## src/rtl/ca_code_nco.sv

```systemverilog
// ----------------------------------------------------------------------------
// ca_code_nco
//
// Code-rate NCO and chip sequencer feeding the C/A code generator. A phase
// accumulator advances by the programmed rate word every clock while running;
// its carry-out is the chip event and its MSB rising edge is the half-chip
// event. The sequencer turns these into a chip-advance strobe (ca_rd), a
// mid-chip strobe (half_rd) and tracks chip index and 1 ms code epochs. Code
// phase can be slewed (delayed) by swallowing a programmed number of chip
// events.
//
// Ports
//   clk       system clock
//   rst       synchronous, active-low reset
//   start     pulse: reinitialise phase/counters and run (emits ca_set)
//   stop      pulse: return to IDLE, holding phase, chip_idx and ms_cnt
//   rate_wr   load rate into the rate register
//   rate      phase increment per clk (chip rate = rate/2^PHASE_W * f_clk)
//   slew_wr   load slew request (ignored in IDLE)
//   slew      number of chip events to suppress
//   ca_set    one-cycle load strobe to the code generator
//   ca_rd     one-cycle chip-advance strobe to the code generator
//   half_rd   one-cycle mid-chip strobe (RUN only)
//   chip_idx  current chip index, 0..CHIPS-1
//   epoch     pulse coincident with the ca_rd that wraps chip_idx to 0
//   ms_cnt    epoch count since start, wrapping
//   slewing   high while in SLEW
//   running   high in RUN or SLEW
// ----------------------------------------------------------------------------
module ca_code_nco #(
    parameter int unsigned PHASE_W = 32,
    parameter int unsigned CHIPS   = 1023,
    parameter int unsigned SLEW_W  = 11,
    parameter int unsigned MS_W    = 16
) (
    input  logic               clk,
    input  logic               rst,
    input  logic               start,
    input  logic               stop,
    input  logic               rate_wr,
    input  logic [PHASE_W-1:0] rate,
    input  logic               slew_wr,
    input  logic [SLEW_W-1:0]  slew,
    output logic               ca_set,
    output logic               ca_rd,
    output logic               half_rd,
    output logic [9:0]         chip_idx,
    output logic               epoch,
    output logic [MS_W-1:0]    ms_cnt,
    output logic               slewing,
    output logic               running
);

    typedef enum logic [1:0] {
        ST_IDLE = 2'd0,
        ST_RUN  = 2'd1,
        ST_SLEW = 2'd2
    } state_e;

    localparam logic [9:0] LAST_CHIP = 10'(CHIPS - 1);

    state_e             state_q, state_d;
    logic [PHASE_W-1:0] phase_q, phase_d;
    logic [PHASE_W-1:0] rate_q, rate_d;
    logic [SLEW_W-1:0]  slew_cnt_q, slew_cnt_d;
    logic [9:0]         chip_idx_q, chip_idx_d;
    logic [MS_W-1:0]    ms_cnt_q, ms_cnt_d;
    logic               ca_set_q, ca_set_d;
    logic               ca_rd_q, ca_rd_d;
    logic               half_rd_q, half_rd_d;
    logic               epoch_q, epoch_d;
    logic               slewing_q, running_q;

    logic [PHASE_W:0]   acc;
    logic               carry;
    logic               half_evt;

    // One extra bit captures the carry; at most one carry per clock since
    // rate < 2^PHASE_W.
    assign acc      = {1'b0, phase_q} + {1'b0, rate_q};
    assign carry    = acc[PHASE_W];
    assign half_evt = ~phase_q[PHASE_W-1] & acc[PHASE_W-1];

    always_comb begin
        // NOTE: every combinational output gets a default first so no path
        // leaves a signal unassigned, which would infer a latch.
        state_d    = state_q;
        phase_d    = phase_q;
        rate_d     = rate_wr ? rate : rate_q;
        slew_cnt_d = slew_cnt_q;
        chip_idx_d = chip_idx_q;
        ms_cnt_d   = ms_cnt_q;
        ca_set_d   = 1'b0;
        ca_rd_d    = 1'b0;
        half_rd_d  = 1'b0;
        epoch_d    = 1'b0;

        if (start) begin
            state_d    = ST_RUN;
            phase_d    = '0;
            chip_idx_d = '0;
            ms_cnt_d   = '0;
            slew_cnt_d = '0;
            ca_set_d   = 1'b1;
        end else if (stop) begin
            state_d    = ST_IDLE;
            slew_cnt_d = '0;
        end else if (state_q != ST_IDLE) begin
            phase_d = acc[PHASE_W-1:0];

            if (state_q == ST_RUN) begin
                half_rd_d = half_evt;
                if (carry) begin
                    ca_rd_d = 1'b1;
                    if (chip_idx_q == LAST_CHIP) begin
                        chip_idx_d = '0;
                        epoch_d    = 1'b1;
                        ms_cnt_d   = ms_cnt_q + MS_W'(1);
                    end else begin
                        chip_idx_d = chip_idx_q + 10'd1;
                    end
                end
            end else if (carry) begin
                // SLEW: the chip event is swallowed, holding the code back.
                slew_cnt_d = slew_cnt_q - SLEW_W'(1);
                if (slew_cnt_q == SLEW_W'(1)) begin
                    state_d = ST_RUN;
                end
            end

            // A new request replaces the pending count after this cycle's
            // carry has been handled under the old state.
            if (slew_wr) begin
                slew_cnt_d = slew;
                if (slew != '0) begin
                    state_d = ST_SLEW;
                end else if (state_q == ST_SLEW) begin
                    state_d = ST_RUN;
                end
            end
        end
    end

    // NOTE: sequential state uses non-blocking assignments so all registers
    // update together from pre-edge values; reset here is synchronous to clk.
    always_ff @(posedge clk) begin
        if (!rst) begin
            state_q    <= ST_IDLE;
            phase_q    <= '0;
            rate_q     <= '0;
            slew_cnt_q <= '0;
            chip_idx_q <= '0;
            ms_cnt_q   <= '0;
            ca_set_q   <= 1'b0;
            ca_rd_q    <= 1'b0;
            half_rd_q  <= 1'b0;
            epoch_q    <= 1'b0;
            slewing_q  <= 1'b0;
            running_q  <= 1'b0;
        end else begin
            state_q    <= state_d;
            phase_q    <= phase_d;
            rate_q     <= rate_d;
            slew_cnt_q <= slew_cnt_d;
            chip_idx_q <= chip_idx_d;
            ms_cnt_q   <= ms_cnt_d;
            ca_set_q   <= ca_set_d;
            ca_rd_q    <= ca_rd_d;
            half_rd_q  <= half_rd_d;
            epoch_q    <= epoch_d;
            slewing_q  <= (state_d == ST_SLEW);
            running_q  <= (state_d != ST_IDLE);
        end
    end

    assign ca_set   = ca_set_q;
    assign ca_rd    = ca_rd_q;
    assign half_rd  = half_rd_q;
    assign chip_idx = chip_idx_q;
    assign epoch    = epoch_q;
    assign ms_cnt   = ms_cnt_q;
    assign slewing  = slewing_q;
    assign running  = running_q;

endmodule

```

## config.mk

```make
export PLATFORM = sky130hd
export DESIGN_NAME = ca_code_nco
export DESIGN_NICKNAME = d
export VERILOG_FILES = /design/src/rtl/ca_code_nco.sv
export SDC_FILE = /design/constraint.sdc
export NUM_CORES = 1
export LEC_CHECK = 0
export CAP_MARGIN = 25
export CORE_MARGIN = 8
export CORE_UTILIZATION = 35
export CTS_BUF_LIST = sky130_fd_sc_hd__clkbuf_8
export DETAILED_ROUTE_END_ITERATION = 6
export GPL_ROUTABILITY_DRIVEN = 0
export PLACE_DENSITY_LB_ADDON = 0.15
export SLEW_MARGIN = 20
export SYNTH_ARGS = -nofsm -noshare
export SYNTH_HDL_FRONTEND = slang
export SYNTH_SLANG_ARGS = --single-unit
```

## constraint.sdc

```tcl
create_clock -name clk -period 3.1 [get_ports clk]
set_clock_uncertainty 0.1 [all_clocks]
set_input_delay 0.62 -clock clk [delete_from_list [all_inputs] [get_ports clk]]
set_output_delay 0.62 -clock clk [all_outputs]
set_load 0.005 [all_outputs]
```

== Yosys cells after proc, flatten, opt, wreduce, memory -nomap -nowiden ==
Index checks and enable logic that the tools add are counted.

* Bitwise logic cells: 7
* Equal/unequal tests: 6
* Reduce and logical (&&, ||, !) cells: 12
* Muxes and demuxes: 16
* Add/subtract/negate cells: 4

{| class="wikitable"
|+ Operators with widths
! cell !! count
|-
| adder 32 x 32 -> 33 bit || 1
|-
| two-way mux 11 bit || 3
|-
| two-way mux 2 bit || 9
|-
| adder 16 x 1 -> 16 bit, second input constant || 1
|-
| == test 11 x 1 -> 1 bit, second input constant || 1
|-
| nonzero test 11 bit || 1
|-
| subtractor 11 x 1 -> 11 bit, second input constant || 1
|-
| adder 10 x 1 -> 10 bit, second input constant || 1
|-
| == test 10 bit, second input constant || 1
|-
| two-way mux 10 bit || 1
|-
| inverter 1 bit || 6
|-
| nonzero test 2 bit || 3
|-
| OR reduction 6 bit || 1
|-
| AND reduction 5 bit || 1
|-
| OR reduction 5 bit || 1
|-
| == test 2 bit, second input constant || 2
|-
| AND reduction 4 bit || 1
|-
| two-way mux 1 bit || 3
|-
| AND reduction 3 bit || 1
|-
| OR reduction 3 bit || 1
|-
| == test 2 x 1 -> 1 bit, second input constant || 1
|-
| inequality test 2 bit, second input constant || 1
|-
| AND reduction 2 bit || 1
|-
| OR reduction 2 bit || 1
|-
| bitwise AND 1 bit || 1
|}

* Output and inout bits: 32
* Bits in registers: 109
* Word-level logic and storage cells: 57
* Input port bits: 49

== Longest topological paths before layout ==
* Word-level depth: 11
* Gate-level depth with buffers: 13

== Least setup slack after synthesis ==
Ideal clock, no wire load.

* Path type: reg2reg
* Start: reg phase_q[0]
* End: reg ms_cnt_q[1] (netlist: ms_cnt[1])
* Setup slack: 0.326 ns
* Data arrival time: 2.603 ns
* Cell stages (with the launch flop): 13
* Buffers on the path: 3
* Cells stage by stage: dfxtp_1 ha_1 fa_1 a211o_1 a21oi_1 a211oi_2 o211ai_2 and3_1 buf_6 buf_6 buf_2 o21ai_0 a21oi_1

* Longest elaborated chain between the ends: 2

{| class="wikitable"
|+ Ends and longest elaborated chain
! item !! line !! RTL
|-
| start: declaration || 63 || <nowiki>logic [PHASE_W-1:0] phase_q, phase_d;</nowiki>
|-
| start signal: assignment || 162 || <nowiki>phase_q <= phase_d;</nowiki>
|-
| adder 32 x 32 -> 33 bit || 80 || <nowiki>assign acc = {1'b0, phase_q} + {1'b0, rate_q};</nowiki>
|-
| AND reduction 5 bit (no source line) || - ||
|-
| end signal: assignment || 166 || <nowiki>ms_cnt_q <= ms_cnt_d;</nowiki>
|-
| end: declaration || 67 || <nowiki>logic [MS_W-1:0] ms_cnt_q, ms_cnt_d;</nowiki>
|}

No other way between the ends.
A chain may end at the register's enable or synchronous reset.

== Worst setup path after layout ==
* Start: reg phase_q[0]
* End: reg phase_q[22]

* Longest elaborated chain between the ends: 1

{| class="wikitable"
|+ Ends and longest elaborated chain
! item !! line
|-
| adder 32 x 32 -> 33 bit || 80
|}

No other way between the ends.

==> results.tsv <==
stage	metric	value	unit
sta	post-route clock period utilization	0.957	
place	hpwl dp	13700	µm
drt	antenna viol nets, final	0	
setup_path	element type at the critical path start	flip-flop	
setup_path	Worst Path Buf+Inv	0	
clock_network	latest clock arrival within the worst-skew pair	0.39	ns
die	Die H	154	µm
setup_path	Arr. time, crit path	3.15	ns
global_route	initial antenna violation count	1	
logic_synthesis	Yosys warning total	0	
clock_network	Clock transition at path regs	0.10	ns
setup_path	CP Capture Type	flip-flop	
power	switching part of the total power	0.262	
die	die span in x	154	µm
global_route	gr usage total	0.155	
setup_path	worst path required time	3.29	ns
power	pwr/cell area	325	nW/µm²
place	pre-CTS WS	0.126	ns
sta	RSZ-0062 raised after global routing	no	
power	Leakage	3.14	nW
sta	Rel. slew slack	0.513	
setup_path	Top Family by Delay on Critical Path	compound AO/OA/AOI/OAI gates	
global_route	met1 Use GR	0.212	
drt	Vias/cell	5.44	
run	Maximum Capacitance Violations	0	
drt	initial DRC count	327	
drt	DR vias	6168	
die	die area	23600	µm²
logic_synthesis	register area share after synthesis	0.329	
global_route	vias in the first global route	5778	
power	Pint	1.92	mW
sta	Tmin final	2.97	ns
setup_path	Setup CP Type	reg2reg	
power	Reg power frac	0.558	
logic_synthesis	post-synthesis area per instance	8.17	µm²
power	Tot Pwr	2.61	mW
power	combinational share of power	0.133	
clock_network	CTS max path bufs	2	
sta	Final setup viols	0	
cells_and_area	area delta synth->final	21.2	%
power	Net Sw Power	0.682	mW
global_route	first-pass GRT wire length	30300	µm
sta	fin. max-slew vios	0	
logic_synthesis	EDFF count, synth	0	
clock_network	Clock Sinks	109	
die	# IOs	81	
setup_path	Max FO, Critical Path	4	
drt	drt drc	0	
clock_network	Setup Buffers After CTS	0	
sta	post-route setup TNS	0	ns
logic_synthesis	Mapped Area	6620	µm²
global_route	peak-usage layer in the global routing report	met2	
min_path	Hold Crit Class	reg2reg	
logic_synthesis	Post-synth top flop	dfxtp_1	
clock_network	CTS Buf Count	9	
logic_synthesis	async set-or-reset flop fraction in the synthesized netlist	0	
clock_network	H-tree Lvls	3	
logic_synthesis	library cells used by synthesis	64	
drt	Routed WL	18300	µm
cells_and_area	final core occ	0.431	
die	Core Footprint	18600	µm²
clock_network	Root Buffer	clkbuf_8	
sta	FMAX	337	MHz
setup_path	Worst path most repeated cell	a211o_1	
setup_path	CP max stage cell	fa_1	
sta	final hold violations	0	
global_route	grt met2 use	0.240	
setup_path	worst-path cell chain	ha_1 -> fa_1 -> a211o_1 -> a21oi_2 -> a2111oi_0 -> a211o_1 -> a211oi_1 -> nor4_1 -> a211o_1	
drt	DRT Pass-1 Iters	5	
global_route	gr ovfl total	0	
power	Clock power frac	0.309	
sta	worst slew pin tran	0.730	ns
run_status	status	finished clean	
logic_synthesis	Syn Inst Count	811	
clock_network	TritonCTS clock tree	built	
logic_synthesis	Yosys reg bits	109	
global_route	routing usage on met3	0.0266	
place	count of input and output buffers	80	
die	Initial Util	0.355	
cells_and_area	Final #Nets	984	
cells_and_area	diode count	0	
logic_synthesis	Syn Nets	898	
sta	final worst slack	0.135	ns
setup_path	Worst path max stage delay	0.42	ns
cells_and_area	share of post-route cells with drive strength above 1	0.0778	
die	cell row count	50	
drt	wire per inst	16.1	µm
sta	hold slack	0.360	ns
global_route	largest net degree at the start of global routing	37	
cells_and_area	Filler Cell Count	1936	
power	Peak supply drop	171	µV
-- per-stage QoR --
| stage | area [µm²] | instances |
|---|---|---|
| 2_1_floorplan | 6620 | 811 |
| 3_3_place_gp | 7840 | 1120 |
| 3_5_place_dp | 7840 | 1120 |
| 4_1_cts | 8010 | 1134 |
| 5_1_grt | 8030 | 1134 |
| 6_report | 8030 | 1134 |
-- kinds of logic after synthesis --
| kind of cell | after synthesis | share of synthesized area |
|---|---|---|
| AO/OA/AOI/OAI | 236 | 0.236 |
| flip-flops | 109 | 0.329 |
| buffers and inverters | 64 | 0.0408 |
| AND/OR/NAND/NOR | 313 | 0.247 |
| multiplexers | 35 | 0.0529 |
| XOR/XNOR | 16 | 0.0212 |
| adder cells (fa/ha/maj) | 38 | 0.0729 |
-- layout by cell type (no fill, tap or decap), drive strengths merged, types with 3 or more instances in the layout --
cell type      count
a2111oi            4
a211o             10
a211oi            15
a21o              14
a21oi             76
a22oi              5
a311oi             3
a31o               3
a31oi              7
and2              10
and3              13
and4               5
buf               44
clkbuf            11
clkdlybuf4s50     79
dfxtp            109
ha                37
inv               17
mux2i             35
nand2             64
nand2b             6
nand3             34
nand4             18
nor2              58
nor2b             36
nor3              23
nor4              13
o211ai            16
o21a               5
o21ai             34
o21bai             4
o31ai             21
o41ai              4
or3               12
or4               11
xnor2             14
-- metal layers --
metal / share of wire / vias up
met1: 0.51 / 2857
met2: 0.44 / 102
met5: 0.00098 / -
met4: 0.011 / 2
li1: - / 3193
met3: 0.035 / 14
-- synthesized netlist by cell type, drive strengths merged (3+ instances only) --
library cell  count  area [µm²]
a2111oi           4        35.0
a211o            10        87.6
a211oi           15         118
a21o             14         105
a21oi            76         380
a22oi             5        37.5
a311oi            3        26.3
a31o              3        26.3
a31oi             7        43.8
and2             10        62.6
and3             13        81.3
and4              5        43.8
buf              18        96.3
clkbuf           30         114
dfxtp           109        2180
ha               37         463
inv              16        60.1
mux2i            35         350
nand2            64         240
nand2b            6        37.5
nand3            34         170
nand4            18         119
nor2             58         218
nor2b            36         225
nor3             23         115
nor4             13        81.3
o211ai           16         125
o21a              5        37.5
o21ai            34         170
o21bai            4        30.0
o31ai            21         158
o41ai             4        35.0
or3              12        75.1
or4              11        82.6
xnor2            14         123
-- final timing paths --
| path | slack, ns | cells past startpoint | from | endpoint |
|---|---|---|---|---|
| worst max register to register | 0.13 | 9 | phase_q[0]$_SDFFE_PP0P_ | phase_q[22]$_SDFFE_PP0P_ |
| worst min register to register | 0.36 | 2 | phase_q[18]$_SDFFE_PP0P_ | phase_q[18]$_SDFFE_PP0P_ |
| worst max-delay path | 0.13 | 9 | phase_q[0]$_SDFFE_PP0P_ | phase_q[22]$_SDFFE_PP0P_ |
| worst min-delay path | 0.36 | 2 | phase_q[18]$_SDFFE_PP0P_ | phase_q[18]$_SDFFE_PP0P_ |
-- final cells by class --
type                    instances  area, µm²  share of cell area
inverters                      16       60.1             0.00748
repair buffers                123       1130               0.141
flip-flops and latches        109       2180               0.272
well taps                     234        293              0.0365
clock buffers                  11        151              0.0189
clock inverters                 3       13.8             0.00171
multi-input cells             638       4200               0.523
-- power by group through the flow --
stage               Combinational (mW)  Clock, mW  Sequential, mW
floorplan                        0.204          0            1.48
global placement                 0.347          0            1.49
detailed placement               0.346          0            1.49
CTS                              0.347      0.845            1.46
global route                     0.384      0.893            1.46
finish                           0.346      0.805            1.45
-- flip-flops by register name (all words and copies together) (netlist names) --
signal	cells
slew_cnt_q	11
ms_cnt	16
half_rd	1
phase_q	32
epoch	1
ca_set	1
ca_rd	1
chip_idx	10
slewing	1
state_q	2
running	1
rate_q	32
-- tightest hold or removal path: stages (launching register included) --
cell and delay, ns:
dfxtp_1 0.32, nand2_1 0.05, a21oi_1 0.05
-- what timing repair did --
item                       in CTS  in global routing
setup endpoints to repair       0                 17
hold buffers                    0                  0
gates resized for setup         0                  3
(Power assumes the default switching activity.)
